**config.mk**
```make
export PLATFORM = sky130hd
export DESIGN_NAME = mem_dump_reader
export DESIGN_NICKNAME = d
export VERILOG_FILES = /design/src/rtl/mem_dump_reader.sv
export SDC_FILE = /design/constraint.sdc
export NUM_CORES = 1
export LEC_CHECK = 0
export ABC_AREA = 1
export CAP_MARGIN = 20
export CORE_AREA = 2 2 102 104
export DETAILED_ROUTE_END_ITERATION = 6
export DIE_AREA = 0 0 104 106
export PLACE_DENSITY = 0.67
export SKIP_CTS_REPAIR_TIMING = 1
export SYNTH_ARGS = -nofsm -noshare
export SYNTH_HDL_FRONTEND = slang
export SYNTH_SLANG_ARGS = --single-unit
```
**constraint.sdc**
```tcl
create_clock -name clk1 -period 2.05 [get_ports clk1]
set_input_delay 0.205 -clock clk1 [delete_from_list [all_inputs] [get_ports clk1]]
set_output_delay 0.205 -clock clk1 [all_outputs]
set_load 0.1 [all_outputs]
```
**src/rtl/mem_dump_reader.sv**
```systemverilog
// mem_dump_reader: on a rising edge of the processor HALTED flag, walks a
// word range of the unified memory and streams every word out on a
// valid/ready port, tagged with its address and a last-beat marker.
// Optional feature macro: SORT_CHECK_EN (sticky ascending-order checker).
//
// Stream handshake: a beat transfers on a rising clk1 edge where dout_valid
// and dout_ready are both high; while dout_valid is high and dout_ready is
// low, dout_data/dout_addr/dout_last hold still and dout_valid stays high.
module mem_dump_reader #(
    parameter int ADDR_W = 10,
    parameter int DATA_W = 32
) (
    input  logic              clk1,
    input  logic              rst,
    input  logic              halted,
    input  logic [ADDR_W-1:0] cfg_base,
    input  logic [ADDR_W:0]   cfg_len,
    output logic              mem_rd_en,
    output logic [ADDR_W-1:0] mem_rd_addr,
    input  logic [DATA_W-1:0] mem_rd_data,
    output logic              dout_valid,
    input  logic              dout_ready,
    output logic [DATA_W-1:0] dout_data,
    output logic [ADDR_W-1:0] dout_addr,
    output logic              dout_last,
    output logic              busy,
    output logic              done,
    output logic              sort_err,
    output logic [2:0]        dbg_state
);

    typedef enum logic [2:0] {
        S_IDLE = 3'd0,
        S_RD   = 3'd1,
        S_CAP  = 3'd2,
        S_SEND = 3'd3,
        S_DONE = 3'd4
    } state_t;

    state_t            r_state;
    logic              r_halted_q;
    logic              r_post_rst;
    logic [ADDR_W-1:0] r_cur_addr;
    logic [ADDR_W:0]   r_remaining;
    logic              r_mem_rd_en;
    logic [ADDR_W-1:0] r_mem_rd_addr;
    logic              r_dout_valid;
    logic [DATA_W-1:0] r_dout_data;
    logic [ADDR_W-1:0] r_dout_addr;
    logic              r_dout_last;
    logic              r_busy;
    logic              r_done;

    logic              w_trigger;
    logic              w_start;
    logic              w_handshake;
    logic              w_last_beat;
    logic [ADDR_W-1:0] w_next_addr;

    // The first cycle after reset only reloads halted_q, so a halted level
    // that was already high before reset cannot look like a new rising edge.
    assign w_trigger   = halted & ~r_halted_q & ~r_post_rst;
    assign w_start     = (r_state == S_IDLE) & w_trigger;
    assign w_handshake = (r_state == S_SEND) & dout_ready;
    assign w_last_beat = (r_remaining == {{ADDR_W{1'b0}}, 1'b1});
    assign w_next_addr = r_cur_addr + {{(ADDR_W-1){1'b0}}, 1'b1};

    // Dump sequencer: one RD, CAP, SEND triple per word, then DONE until halted drops.
    always_ff @(posedge clk1) begin
        if (rst) begin
            r_state       <= S_IDLE;
            r_halted_q    <= 1'b0;
            r_post_rst    <= 1'b1;
            r_cur_addr    <= '0;
            r_remaining   <= '0;
            r_mem_rd_en   <= 1'b0;
            r_mem_rd_addr <= '0;
            r_dout_valid  <= 1'b0;
            r_dout_data   <= '0;
            r_dout_addr   <= '0;
            r_dout_last   <= 1'b0;
            r_busy        <= 1'b0;
            r_done        <= 1'b0;
        end else begin
            r_halted_q <= halted;
            r_post_rst <= 1'b0;
            case (r_state)
                S_IDLE: begin
                    if (w_start) begin
                        r_cur_addr  <= cfg_base;
                        r_remaining <= cfg_len;
                        if (cfg_len == '0) begin
                            r_state <= S_DONE;
                            r_done  <= 1'b1;
                        end else begin
                            r_state       <= S_RD;
                            r_busy        <= 1'b1;
                            r_mem_rd_en   <= 1'b1;
                            r_mem_rd_addr <= cfg_base;
                        end
                    end
                end
                S_RD: begin
                    r_mem_rd_en <= 1'b0;
                    r_state     <= S_CAP;
                end
                S_CAP: begin
                    r_dout_data  <= mem_rd_data;
                    r_dout_addr  <= r_cur_addr;
                    r_dout_last  <= w_last_beat;
                    r_dout_valid <= 1'b1;
                    r_state      <= S_SEND;
                end
                S_SEND: begin
                    if (dout_ready) begin
                        r_dout_valid <= 1'b0;
                        r_dout_last  <= 1'b0;
                        r_remaining  <= r_remaining - {{ADDR_W{1'b0}}, 1'b1};
                        r_cur_addr   <= w_next_addr;
                        if (w_last_beat) begin
                            r_state <= S_DONE;
                            r_busy  <= 1'b0;
                            r_done  <= 1'b1;
                        end else begin
                            r_state       <= S_RD;
                            r_mem_rd_en   <= 1'b1;
                            r_mem_rd_addr <= w_next_addr;
                        end
                    end
                end
                S_DONE: begin
                    if (!halted) begin
                        r_state <= S_IDLE;
                        r_done  <= 1'b0;
                    end
                end
                default: begin
                    r_state <= S_IDLE;
                end
            endcase
        end
    end

`ifdef SORT_CHECK_EN
    logic [DATA_W-1:0] r_prev_data;
    logic              r_have_prev;
    logic              r_sort_err;

    // Sticky flag for any beat smaller (unsigned) than the beat before it.
    always_ff @(posedge clk1) begin
        if (rst) begin
            r_prev_data <= '0;
            r_have_prev <= 1'b0;
            r_sort_err  <= 1'b0;
        end else if (w_start) begin
            r_have_prev <= 1'b0;
            r_sort_err  <= 1'b0;
        end else if (w_handshake) begin
            if (r_have_prev && (r_dout_data < r_prev_data)) begin
                r_sort_err <= 1'b1;
            end
            r_prev_data <= r_dout_data;
            r_have_prev <= 1'b1;
        end
    end

    assign sort_err = r_sort_err;
`else
    assign sort_err = 1'b0;
`endif

    assign mem_rd_en   = r_mem_rd_en;
    assign mem_rd_addr = r_mem_rd_addr;
    assign dout_valid  = r_dout_valid;
    assign dout_data   = r_dout_data;
    assign dout_addr   = r_dout_addr;
    assign dout_last   = r_dout_last;
    assign busy        = r_busy;
    assign done        = r_done;
    assign dbg_state   = r_state;

endmodule

```
==> impl_results.md, run 1 <==
* Highest Clock Rate at 550.8 MHz
* Largest family of logic cells by synthesized area: simple AND/OR/NAND/NOR gates
* Critical Path End Type: flop
* Mapped Area at 3675 µm²
* Number of global-route vias before repair at 3558
* Mux cell area share after synthesis at 0%
* Status: finished, final reports clean
* TNS Setup at 0 ps
* WS Path Type: flop to flop
* R2R depth at 12
* Pwr Density at 1808 nW/µm²
* Worst-path cell chain: inv_1, ha_1, inv_1, nor2_1, nand3_1, nor2_1, nand2_1, nand2_1, nor2_2, nand2_1, nand2_1, nor2_1
* Least-Margin Pin Slew at 688.8 ps
* Multi-input logic area at 1762 µm²
* CTS sink count at 83
* Antenna Cells at 0
* Total gr overflow at 0
* Commonest non-fill, non-tap cell in the layout: nor2_1
* Final hold vios at 0
* Num CTS Buffers at 9
* Max_cap viols at 0
* Pre-CTS setup slack at 134.1 ps
* Hpwl dp at 7323 µm
* Remaining antenna violation count at 0
* Seq pwr share at 27.9%
* Initial Utilization at 36.75%
* Relative slew slack at 54.02%
* XOR/XNOR Fraction of Synth Area at 0.9534%
* Total net switching power at 5.056 mW
* Compound-Gate Fraction of Synth Area at 15.08%
* Cells after Synth at 533
* Port Buffer Count at 116
* Hold Crit Class: input pin to flop
* Commonest cells after routing, fill and taps aside: nor2_1 (135), nand2_1 (95), dfxtp_1 (80), buf_4 (69), o21ai_0 (67)
* Total wire length at 10270 µm
* First-pass GRT wire length at 16850 µm
* DIE WIDTH at 104 µm
* Initial DRT Pass Iterations at 5
* Root buf cell: clkbuf_8
* Slew Limit Fails at 0
* Synthesized flop and latch total at 83
* Yosys top cell by area: dfxtp_1
* End point of the critical path: mem_rd_addr[4]
* CP max-delay cell: nor2_2
* Largest net degree at the start of global routing at 48
* Register area at 1665 µm²
* RD Place Congestion at 0.8475
* Htree depth at 3
* Top post-synthesis cells by area: dfxtp_1 (45%), nor2_1 (14%), nand2_1 (9.7%), o21ai_0 (9.1%), a21oi_1 (4.1%)
* Worst reg-to-reg setup slack at 230 ps
* Fin crit share at 88.57%
* DRT iter0 DRCs at 206
* Top delay family on crit path: simple AND/OR/NAND/NOR gates
* Fillcell total at 989
* Sequential fraction of the synthesis area at 45.22%
* Peak supply drop at 968.5 µV
* Syn. warnings at 0
* CTS tree: built
* Final #Nets at 702
* Syn_nets at 593
* Area grow syn2layout at 36.77%
* CTS clk-pin slew, worst paths at 90 ps
* Share of cells above drive strength 1 at 16.07%
* Unrepaired setup endpoints after global routing: no
* GR Util All Layers at 18.60%
* Residual DRC at 0
* Clock power frac at 14.6%
* Top-area cell type share of the netlist area at 45.22%
* Logic pwr share at 57.5%
* Adder-Cell Fraction of Synth Area at 1.021%
* Syn Area/Cell at 6.895 µm²
* Worst Path Max Fanout at 11
* Worst path most repeated cell: nand2_1
* Leak Pwr at 2.297 nW
* Switching share of power at 55.63%
* Post-route minimum period at 1816 ps
* Initial antenna violation count at 0
* Final setup vio count at 0
* Worst EP arrival at 2060 ps
* Worst reg2reg startpoint: r_remaining[1]
* Die height at 106 µm
* Via density per instance at 4.777
* FF-to-FF End: mem_rd_addr[4]
* Worst Path Buf+Inv at 2
* Synth Area in Simple Gates at 30.78%
* Critical path depth at 12
* Total die area at 11020 µm²
* Cell row count at 37
* Yosys cell types at 29
* Worst Setup SP: r_remaining[1]
* Clk buf depth at 2
* Final Skew at 12.04 ps
* Slowest Stage Delay on Critical Path at 340 ps
* Worst-skew pair later-pin latency at 350 ps
* Core area at 10000 µm²
* WP data required at 2290 ps
* P_int at 4.033 mW
* Ports at 118
* Average wire per standard cell at 13.11 µm
* Vias after detailed routing at 3740
* Worst setup margin at 234.4 ps
* Startpoint class of the critical path: flop
==> state kept, by name, indices dropped and copies added, names as in the netlist <==
signal       count
dout_addr       10
r_remaining     11
dout_data       32
dout_last        1
mem_rd_en        1
dbg_state        3
dout_valid       1
r_post_rst       1
done             1
r_cur_addr      10
r_halted_q       1
busy             1
mem_rd_addr     10
==> cell usage after synthesis <==
library cell  count
ha_1              3
nand3_1          26
nor2_1          135
nand2_2           4
dfxtp_1          83
nor3_1            1
a31oi_1           1
nor2_2            2
inv_2             5
o21ai_1           5
clkbuf_1         17
nand4_1           5
o21bai_1          3
a211oi_1          1
nor2_8            1
inv_1            28
nand3_2           2
xnor2_1           1
or2_2             2
a21oi_1          30
nor2_4            1
nand2_1          95
o211ai_1          1
buf_4             3
buf_2             6
buf_6             1
conb_1            1
o21ai_0          67
xor2_1            3
==> metal layers <==
layer | routed length, µm | vias to the layer above | global-route usage (%)
li1 | - | 1924 | -
met1 | 4607 | 1697 | 23.17
met2 | 4804 | 106 | 31.06
met3 | 731 | 13 | 5.518
met4 | 123 | 0 | 5.792
met5 | 0 | - | 0
==> stage by stage <==
| step | cells | util [%] | hold slack [ps] | total power, mW | area [µm²] |
|---|---|---|---|---|---|
| 2_1_floorplan | 533 | - | 232.7 | 6.642 | 3679 |
| 3_3_place_gp | 767 | 48.00 | 458.0 | 7.725 | 4800 |
| 3_5_place_dp | 767 | 48.00 | 459.9 | 7.789 | 4800 |
| 4_1_cts | 783 | 50.26 | 420.2 | 9.132 | 5026 |
| 5_1_grt | 783 | 50.26 | 429.1 | 9.614 | 5026 |
| 6_report | 783 | 50.26 | 433.9 | 9.089 | 5026 |
==> worst min-delay path by stage <==
stage	start	endpoint	cells after the start	slack, ps
floorplan	rst	r_post_rst	0	230
CTS	mem_rd_data[17]	dout_data[17]	3	420
global route	mem_rd_data[16]	dout_data[16]	3	430
global placement	dout_valid	dout_valid	2	460
detailed placement	mem_rd_en	mem_rd_en	2	460
finish	mem_rd_data[17]	dout_data[17]	3	430
==> worst min-delay path, cell delays in order <==
cell and delay [ps]:
clkdlybuf4s50_1 390, nor2_1 100, nor2_1 50
==> cell families after synthesis <==
family,after synthesis
other,1
adder cells (fa/ha/maj),3
flip-flops,83
AO/OA/AOI/OAI,108
buffers and inverters,60
XOR/XNOR,4
AND/OR/NAND/NOR,274
==> power by group through the flow <==
stage | Combinational [mW] | Clock [mW] | Sequential (mW)
finish | 5.23 | 1.33 | 2.53
global placement | 5.20 | 0 | 2.53
floorplan | 1.58 | 0 | 5.06
CTS | 5.24 | 1.36 | 2.53
global route | 5.58 | 1.44 | 2.60
detailed placement | 5.24 | 0 | 2.55
==> final cells by class <==
| type | count | area share, % |
|---|---|---|
| clock inverters | 5 | 1.693 |
| clock buffers | 11 | 2.813 |
| inverters | 33 | 2.465 |
| well taps | 136 | 3.386 |
| multi-input cells | 390 | 35.05 |
| flip-flops and latches | 83 | 33.13 |
| repair buffers | 125 | 21.46 |
Note: power is estimated with default switching activity, not from simulation.
==> inputs of run 2 (changes only) <==
- CTS_BUF_LIST: unset -> sky130_fd_sc_hd__clkbuf_2
==> run 2 against run 1 <==
Clock skew increased by 26 ps. Critical path type unchanged. Critical path depth unchanged. Largest power group unchanged. Clock power decreased by 26%. Sequential power about the same. Setup slack got worse by 35 ps. Global-route usage unchanged. Final cell count unchanged. Worst hold slack got worse by 200 ps. Core utilization decreased by 0.88 points. Highest routed layer unchanged.
==> impl_results.md, run 2 (synthesized netlist as in run 1, its figures left out) <==
* Peak supply drop at 985.9 µV (was 968.5 µV)
* Largest net degree at the start of global routing at 48 (unchanged)
* Num CTS Buffers at 9 (unchanged)
* Port Buffer Count at 116 (unchanged)
* CP max-delay cell: dfxtp_1 (was nor2_2)
* Residual DRC at 0 (unchanged)
* Worst Setup SP: r_remaining[1] (unchanged)
* Fin crit share at 90.28% (was 88.57%)
* Antenna Cells at 0 (unchanged)
* Max reg flops at 32 (unchanged)
* Max_cap viols at 0 (unchanged)
* Slew Limit Fails at 0 (unchanged)
* Final hold vios at 0 (unchanged)
* Worst-skew pair later-pin latency at 530 ps (was 350 ps)
* Die height at 106 µm (unchanged)
* First-pass GRT wire length at 16840 µm (was 16850 µm)
* CTS tree: built (unchanged)
* FF-to-FF End: mem_rd_addr[4] (unchanged)
* WHS Endpoint: dout_data[17] (unchanged)
* Hold depth at 3 (unchanged)
* Commonest non-fill, non-tap cell in the layout: nor2_1 (unchanged)
* Pwr Density at 1770 nW/µm² (was 1808 nW/µm²)
* Cells after DPL at 767 (unchanged)
* Final setup vio count at 0 (unchanged)
* Worst Path Max Fanout at 11 (unchanged)
* Post-route minimum period at 1851 ps (was 1816 ps)
* Highest Clock Rate at 540.3 MHz (was 550.8 MHz)
* Slowest Stage Delay on Critical Path at 370 ps (was 340 ps)
* Number of global-route vias before repair at 3553 (was 3558)
* TNS Setup at 0 ps (unchanged)
* Root buf cell: clkbuf_2 (was clkbuf_8)
* Critical path depth at 12 (unchanged)
* Worst EP arrival at 2310 ps (was 2060 ps)
* Share of cells above drive strength 1 at 16.07% (unchanged)
* Total die area at 11020 µm² (unchanged)
* Commonest cells after routing, fill and taps aside: nor2_1 (135), nand2_1 (95), dfxtp_1 (80), buf_4 (69), o21ai_0 (67) (unchanged)
* Clk buf depth at 2 (unchanged)
* DRT iter0 DRCs at 182 (was 206)
* Final Skew at 38.45 ps (was 12.04 ps)
* RD Place Congestion at 0.8475 (unchanged)
* Area grow syn2layout at 34.39% (was 36.77%)
* Status: finished, final reports clean (unchanged)
* Worst Path Buf+Inv at 2 (unchanged)
* R2R depth at 12 (unchanged)
* Worst reg2reg startpoint: r_remaining[1] (unchanged)
* Ports at 118 (unchanged)
* Least-Margin Pin Slew at 684.3 ps (was 688.8 ps)
* Average wire per standard cell at 13.08 µm (was 13.11 µm)
* Critical Path End Type: flop (unchanged)
* Startpoint class of the critical path: flop (unchanged)
* Hold Crit Start: mem_rd_data[17] (unchanged)
* DIE WIDTH at 104 µm (unchanged)
* Initial DRT Pass Iterations at 4 (was 5)
* Worst path most repeated cell: nand2_1 (unchanged)
* Hold Crit Class: input pin to flop (unchanged)
* Final #Nets at 702 (unchanged)
* Initial antenna violation count at 0 (unchanged)
* Htree depth at 3 (unchanged)
* Non-filler instance count after layout at 783 (unchanged)
* Relative slew slack at 54.31% (was 54.02%)
* Top delay family on crit path: simple AND/OR/NAND/NOR gates (unchanged)
* Worst reg-to-reg setup slack at 200 ps (was 230 ps)
* CTS clk-pin slew, worst paths at 250 ps (was 90 ps)
* CTS sink count at 83 (unchanged)
* Total gr overflow at 0 (unchanged)
* Vias after detailed routing at 3711 (was 3740)
* Worst-path cell chain: inv_1, ha_1, inv_1, nor2_1, nand3_1, nor2_1, nand2_1, nand2_1, nor2_2, nand2_1, nand2_1, nor2_1 (unchanged)
* Core area at 10000 µm² (unchanged)
* GR Util All Layers at 18.60% (unchanged)
* Remaining antenna violation count at 0 (unchanged)
* Total wire length at 10240 µm (was 10270 µm)
* Unrepaired setup endpoints after global routing: no (unchanged)
* WP data required at 2510 ps (was 2290 ps)
* Leak Pwr at 2.267 nW (was 2.297 nW)
* Cell row count at 37 (unchanged)
* Via density per instance at 4.739 (was 4.777)
* Initial Utilization at 36.75% (unchanged)
* WS Path Type: flop to flop (unchanged)
* Hpwl dp at 7323 µm (unchanged)
[run 2: worst register-to-register path: cells and delay by family (launching register included)]
family        cells  cell delay [ps]
simple gates      9             1040
flops             1              370
fa+ha+maj         1              190
buf+inv           2              180
[run 2: worst max path at each step]
stage | endpoint | slack, ps
6_report | mem_rd_addr[4] | 200
5_1_grt | mem_rd_addr[4] | 20
4_1_cts | mem_rd_addr[4] | 180
3_5_place_dp | mem_rd_addr[4] | 130
3_3_place_gp | mem_rd_addr[4] | 200
2_1_floorplan | mem_rd_addr[5] | 250
[run 2: cell type report]
cell class	instances	area [µm²]
clock inverter	6	88.84
clock buffer	10	50.05
multi-input combinational	390	1762
sequential	83	1665
tap	136	170.2
fill	1004	5061
inverter	33	123.9
timing repair buffer	125	1079
[run 2: power breakdown]
part | total [mW] | switching, mW | leakage, nW | internal, mW
clock network | 0.988 | 0.577 | 0.0802 | 0.411
registers | 2.53 | 0.392 | 0.682 | 2.14
logic | 5.23 | 4.06 | 1.50 | 1.17
total | 8.74 | 5.03 | 2.27 | 3.71
[run 2: metrics by stage]
stage / util (%) / instance area, µm² / hold WS [ps] / total power, mW / setup WS, ps
floorplan: - / 3679 / 232.7 / 6.642 / 253.4
global placement: 48.00 / 4800 / 458.0 / 7.725 / 201.5
detailed placement: 48.00 / 4800 / 459.9 / 7.789 / 134.1
CTS: 49.39 / 4938 / 199.5 / 8.788 / 184.0
global route: 49.39 / 4938 / 168.2 / 9.270 / 21.59
finish: 49.39 / 4938 / 229.9 / 8.742 / 199.2
[run 2: per-layer routing]
layer | part of all wire, % | track usage [%]
met1 | 44 | 23.17
met2 | 47 | 30.97
met3 | 7.6 | 6.376
met4 | 1.4 | 4.633
met5 | 0 | 0
==> inputs of run 3 (changes only) <==
- DONT_BUFFER_PORTS: unset -> 1
- PLACE_DENSITY: 0.67 -> unset
- RECOVER_POWER: unset -> 50
==> run 3 against run 2 <==
Combinational power shrank 3%. Via count is 3.2% higher. Sequential share of layout area grew 1.4 points. The run now ends with negative hold slack left. Sequential power decreased by 5%. Flip-flop and latch count is the same. Final cell count decreased by 0.51%. Critical path type unchanged. Highest routed layer unchanged. Setup slack gained 67 ps. Design area fell by 4.0%. Core utilization down 2.0 points. Wire length is essentially flat.
==> impl_results.md, run 3 (synthesized netlist as in run 1, its figures left out) <==
* Status: finished with violations (was finished, final reports clean)
* Failing checks: negative hold slack
* Hold Crit Start: cfg_base[0] (was mem_rd_data[17])
* GR Util All Layers at 17.57% (was 18.60%)
* Average wire per standard cell at 13.13 µm (was 13.08 µm)
* Worst-path cell chain: inv_1, ha_1, inv_1, nor2_1, nand3_1, nor2_1, nand2_1, nand2_1, nor2_2, nand2_1, a21oi_1 (was inv_1, ha_1, inv_1, nor2_1, nand3_1, nor2_1, nand2_1, nand2_1, nor2_2, nand2_1, nand2_1, nor2_1)
* Initial antenna violation count at 0 (unchanged)
* Fin crit share at 87.02% (was 90.28%)
* Placed cell area at 4224 µm² (was 4800 µm²)
* Hold depth at 4 (was 3)
* Commonest non-fill, non-tap cell in the layout: nor2_1 (unchanged)
* Final setup vio count at 0 (unchanged)
* RD Place Congestion at 0.8591 (was 0.8475)
* Die height at 106 µm (unchanged)
* WP data required at 2490 ps (was 2510 ps)
* Remaining antenna violation count at 0 (unchanged)
* Cells after DPL at 709 (was 767)
* Cell row count at 37 (unchanged)
* Max_cap viols at 0 (unchanged)
* Total wire length at 10230 µm (was 10240 µm)
* Least-Margin Pin Slew at 1000 ps (was 684.3 ps)
* Util after Layout at 47.43% (was 49.39%)
* Total die area at 11020 µm² (unchanged)
* DRT iter0 DRCs at 217 (was 182)
* Root buf cell: clkbuf_2 (unchanged)
* Startpoint class of the critical path: flop (unchanged)
* DIE WIDTH at 104 µm (unchanged)
* Slowest Stage Delay on Critical Path at 360 ps (was 370 ps)
* Commonest cells after routing, fill and taps aside: nor2_1 (136), nand2_1 (96), dfxtp_1 (81), o21ai_0 (67), clkbuf_2 (62) (was nor2_1 (135), nand2_1 (95), dfxtp_1 (80), buf_4 (69), o21ai_0 (67))
* Worst Path Max Fanout at 11 (unchanged)
* Multi-input logic area at 1757 µm² (was 1762 µm²)
* Relative slew slack at 33.09% (was 54.31%)
* CP max-delay cell: dfxtp_1 (unchanged)
* Worst EP arrival at 2230 ps (was 2310 ps)
* Final hold vios at 1 (was 0)
* Max reg flops at 32 (unchanged)
* Slew Limit Fails at 0 (unchanged)
* Via density per instance at 4.915 (was 4.739)
* Non-filler instance count after layout at 779 (was 783)
* Finished Cell Area at 4743 µm² (was 4938 µm²)
* Num CTS Buffers at 9 (unchanged)
* R2R depth at 11 (was 12)
* WHS Endpoint: r_cur_addr[0] (was dout_data[17])
* WS Path Type: flop to flop (unchanged)
* Final #Nets at 699 (was 702)
* Final Skew at 21.56 ps (was 38.45 ps)
* Initial Utilization at 36.75% (unchanged)
* Worst setup margin at 266.2 ps (was 199.2 ps)
* Initial DRT Pass Iterations at 5 (was 4)
* Port Buffer Count at 0 (was 116)
* Post-route minimum period at 1784 ps (was 1851 ps)
* Leak Pwr at 2.211 nW (was 2.267 nW)
* Hold Crit Class: input pin to flop (unchanged)
* Clk buf depth at 2 (unchanged)
* Unrepaired setup endpoints after global routing: no (unchanged)
* TNS Setup at 0 ps (unchanged)
* Worst-skew pair later-pin latency at 520 ps (was 530 ps)
* Highest Clock Rate at 560.6 MHz (was 540.3 MHz)
* Worst path most repeated cell: nand2_1 (unchanged)
* CTS clk-pin slew, worst paths at 210 ps (was 250 ps)
* Residual DRC at 0 (unchanged)
* Number of global-route vias before repair at 3413 (was 3553)
* CTS tree: built (unchanged)
* Pre-CTS setup slack at 317.3 ps (was 134.1 ps)
* Worst reg-to-reg setup slack at 270 ps (was 200 ps)
* Critical Path End Type: flop (unchanged)
* Final Total Pwr at 8.316 mW (was 8.742 mW)
* CTS sink count at 83 (unchanged)
* Pwr Density at 1753 nW/µm² (was 1770 nW/µm²)
* Worst reg2reg startpoint: r_remaining[1] (unchanged)
* Largest net degree at the start of global routing at 48 (unchanged)
* Vias after detailed routing at 3829 (was 3711)
* FF-to-FF End: mem_rd_addr[7] (was mem_rd_addr[4])
* Htree depth at 3 (unchanged)
* Share of cells above drive strength 1 at 15.09% (was 16.07%)
* Total gr overflow at 0 (unchanged)
* Peak supply drop at 926.3 µV (was 985.9 µV)
* Core area at 10000 µm² (unchanged)
* Area grow syn2layout at 29.08% (was 34.39%)
* Register area at 1664 µm² (was 1665 µm²)
* Hold WS at -9.636 ps (was 229.9 ps)
* Ports at 118 (unchanged)
* Hpwl dp at 6817 µm (was 7323 µm)
* First-pass GRT wire length at 15570 µm (was 16840 µm)
* Antenna Cells at 0 (unchanged)
* Fillcell total at 1044 (was 1004)
-- run 3: worst max-delay path by stage --
| stage | endpoint | slack (ps) | from | depth (start not counted) |
|---|---|---|---|---|
| detailed placement | mem_rd_addr[3] | 320 | r_remaining[1] | 12 |
| CTS | mem_rd_addr[7] | 280 | r_remaining[1] | 11 |
| global placement | mem_rd_addr[3] | 370 | r_remaining[1] | 12 |
| floorplan | mem_rd_addr[5] | 250 | dbg_state[1] | 10 |
| global route | mem_rd_addr[7] | 40 | r_remaining[1] | 11 |
| finish | mem_rd_addr[7] | 270 | r_remaining[1] | 11 |
-- run 3: report_power, final --
group | switching, mW | internal [mW] | total, mW
registers | 0.271 | 2.13 | 2.40
clock network | 0.551 | 0.276 | 0.827
logic | 4.16 | 0.932 | 5.09
-- run 3: layout make-up --
type / instances / share of cell area, %
clock buffer: 10 / 1.055
inverter: 33 / 2.611
multi-input combinational: 390 / 37.03
clock inverter: 5 / 1.161
sequential: 83 / 35.08
tap: 136 / 3.587
timing repair buffer: 122 / 19.47
-- run 3: per-layer routing --
layer	global-route usage (%)	routed length (µm)
met1	20.02	4260
met5	0	0
met4	6.757	180
met2	29.56	4944
met3	7.112	845
-- run 3: worst max-delay path: cells and delay by family (launching register included) --
| kind | cells | cell delay, ps |
|---|---|---|
| buffers and inverters | 2 | 140 |
| adders and majority gates | 1 | 190 |
| DFF | 1 | 360 |
| AOI/OAI and AO/OA | 1 | 140 |
| and+or+nand+nor | 7 | 880 |
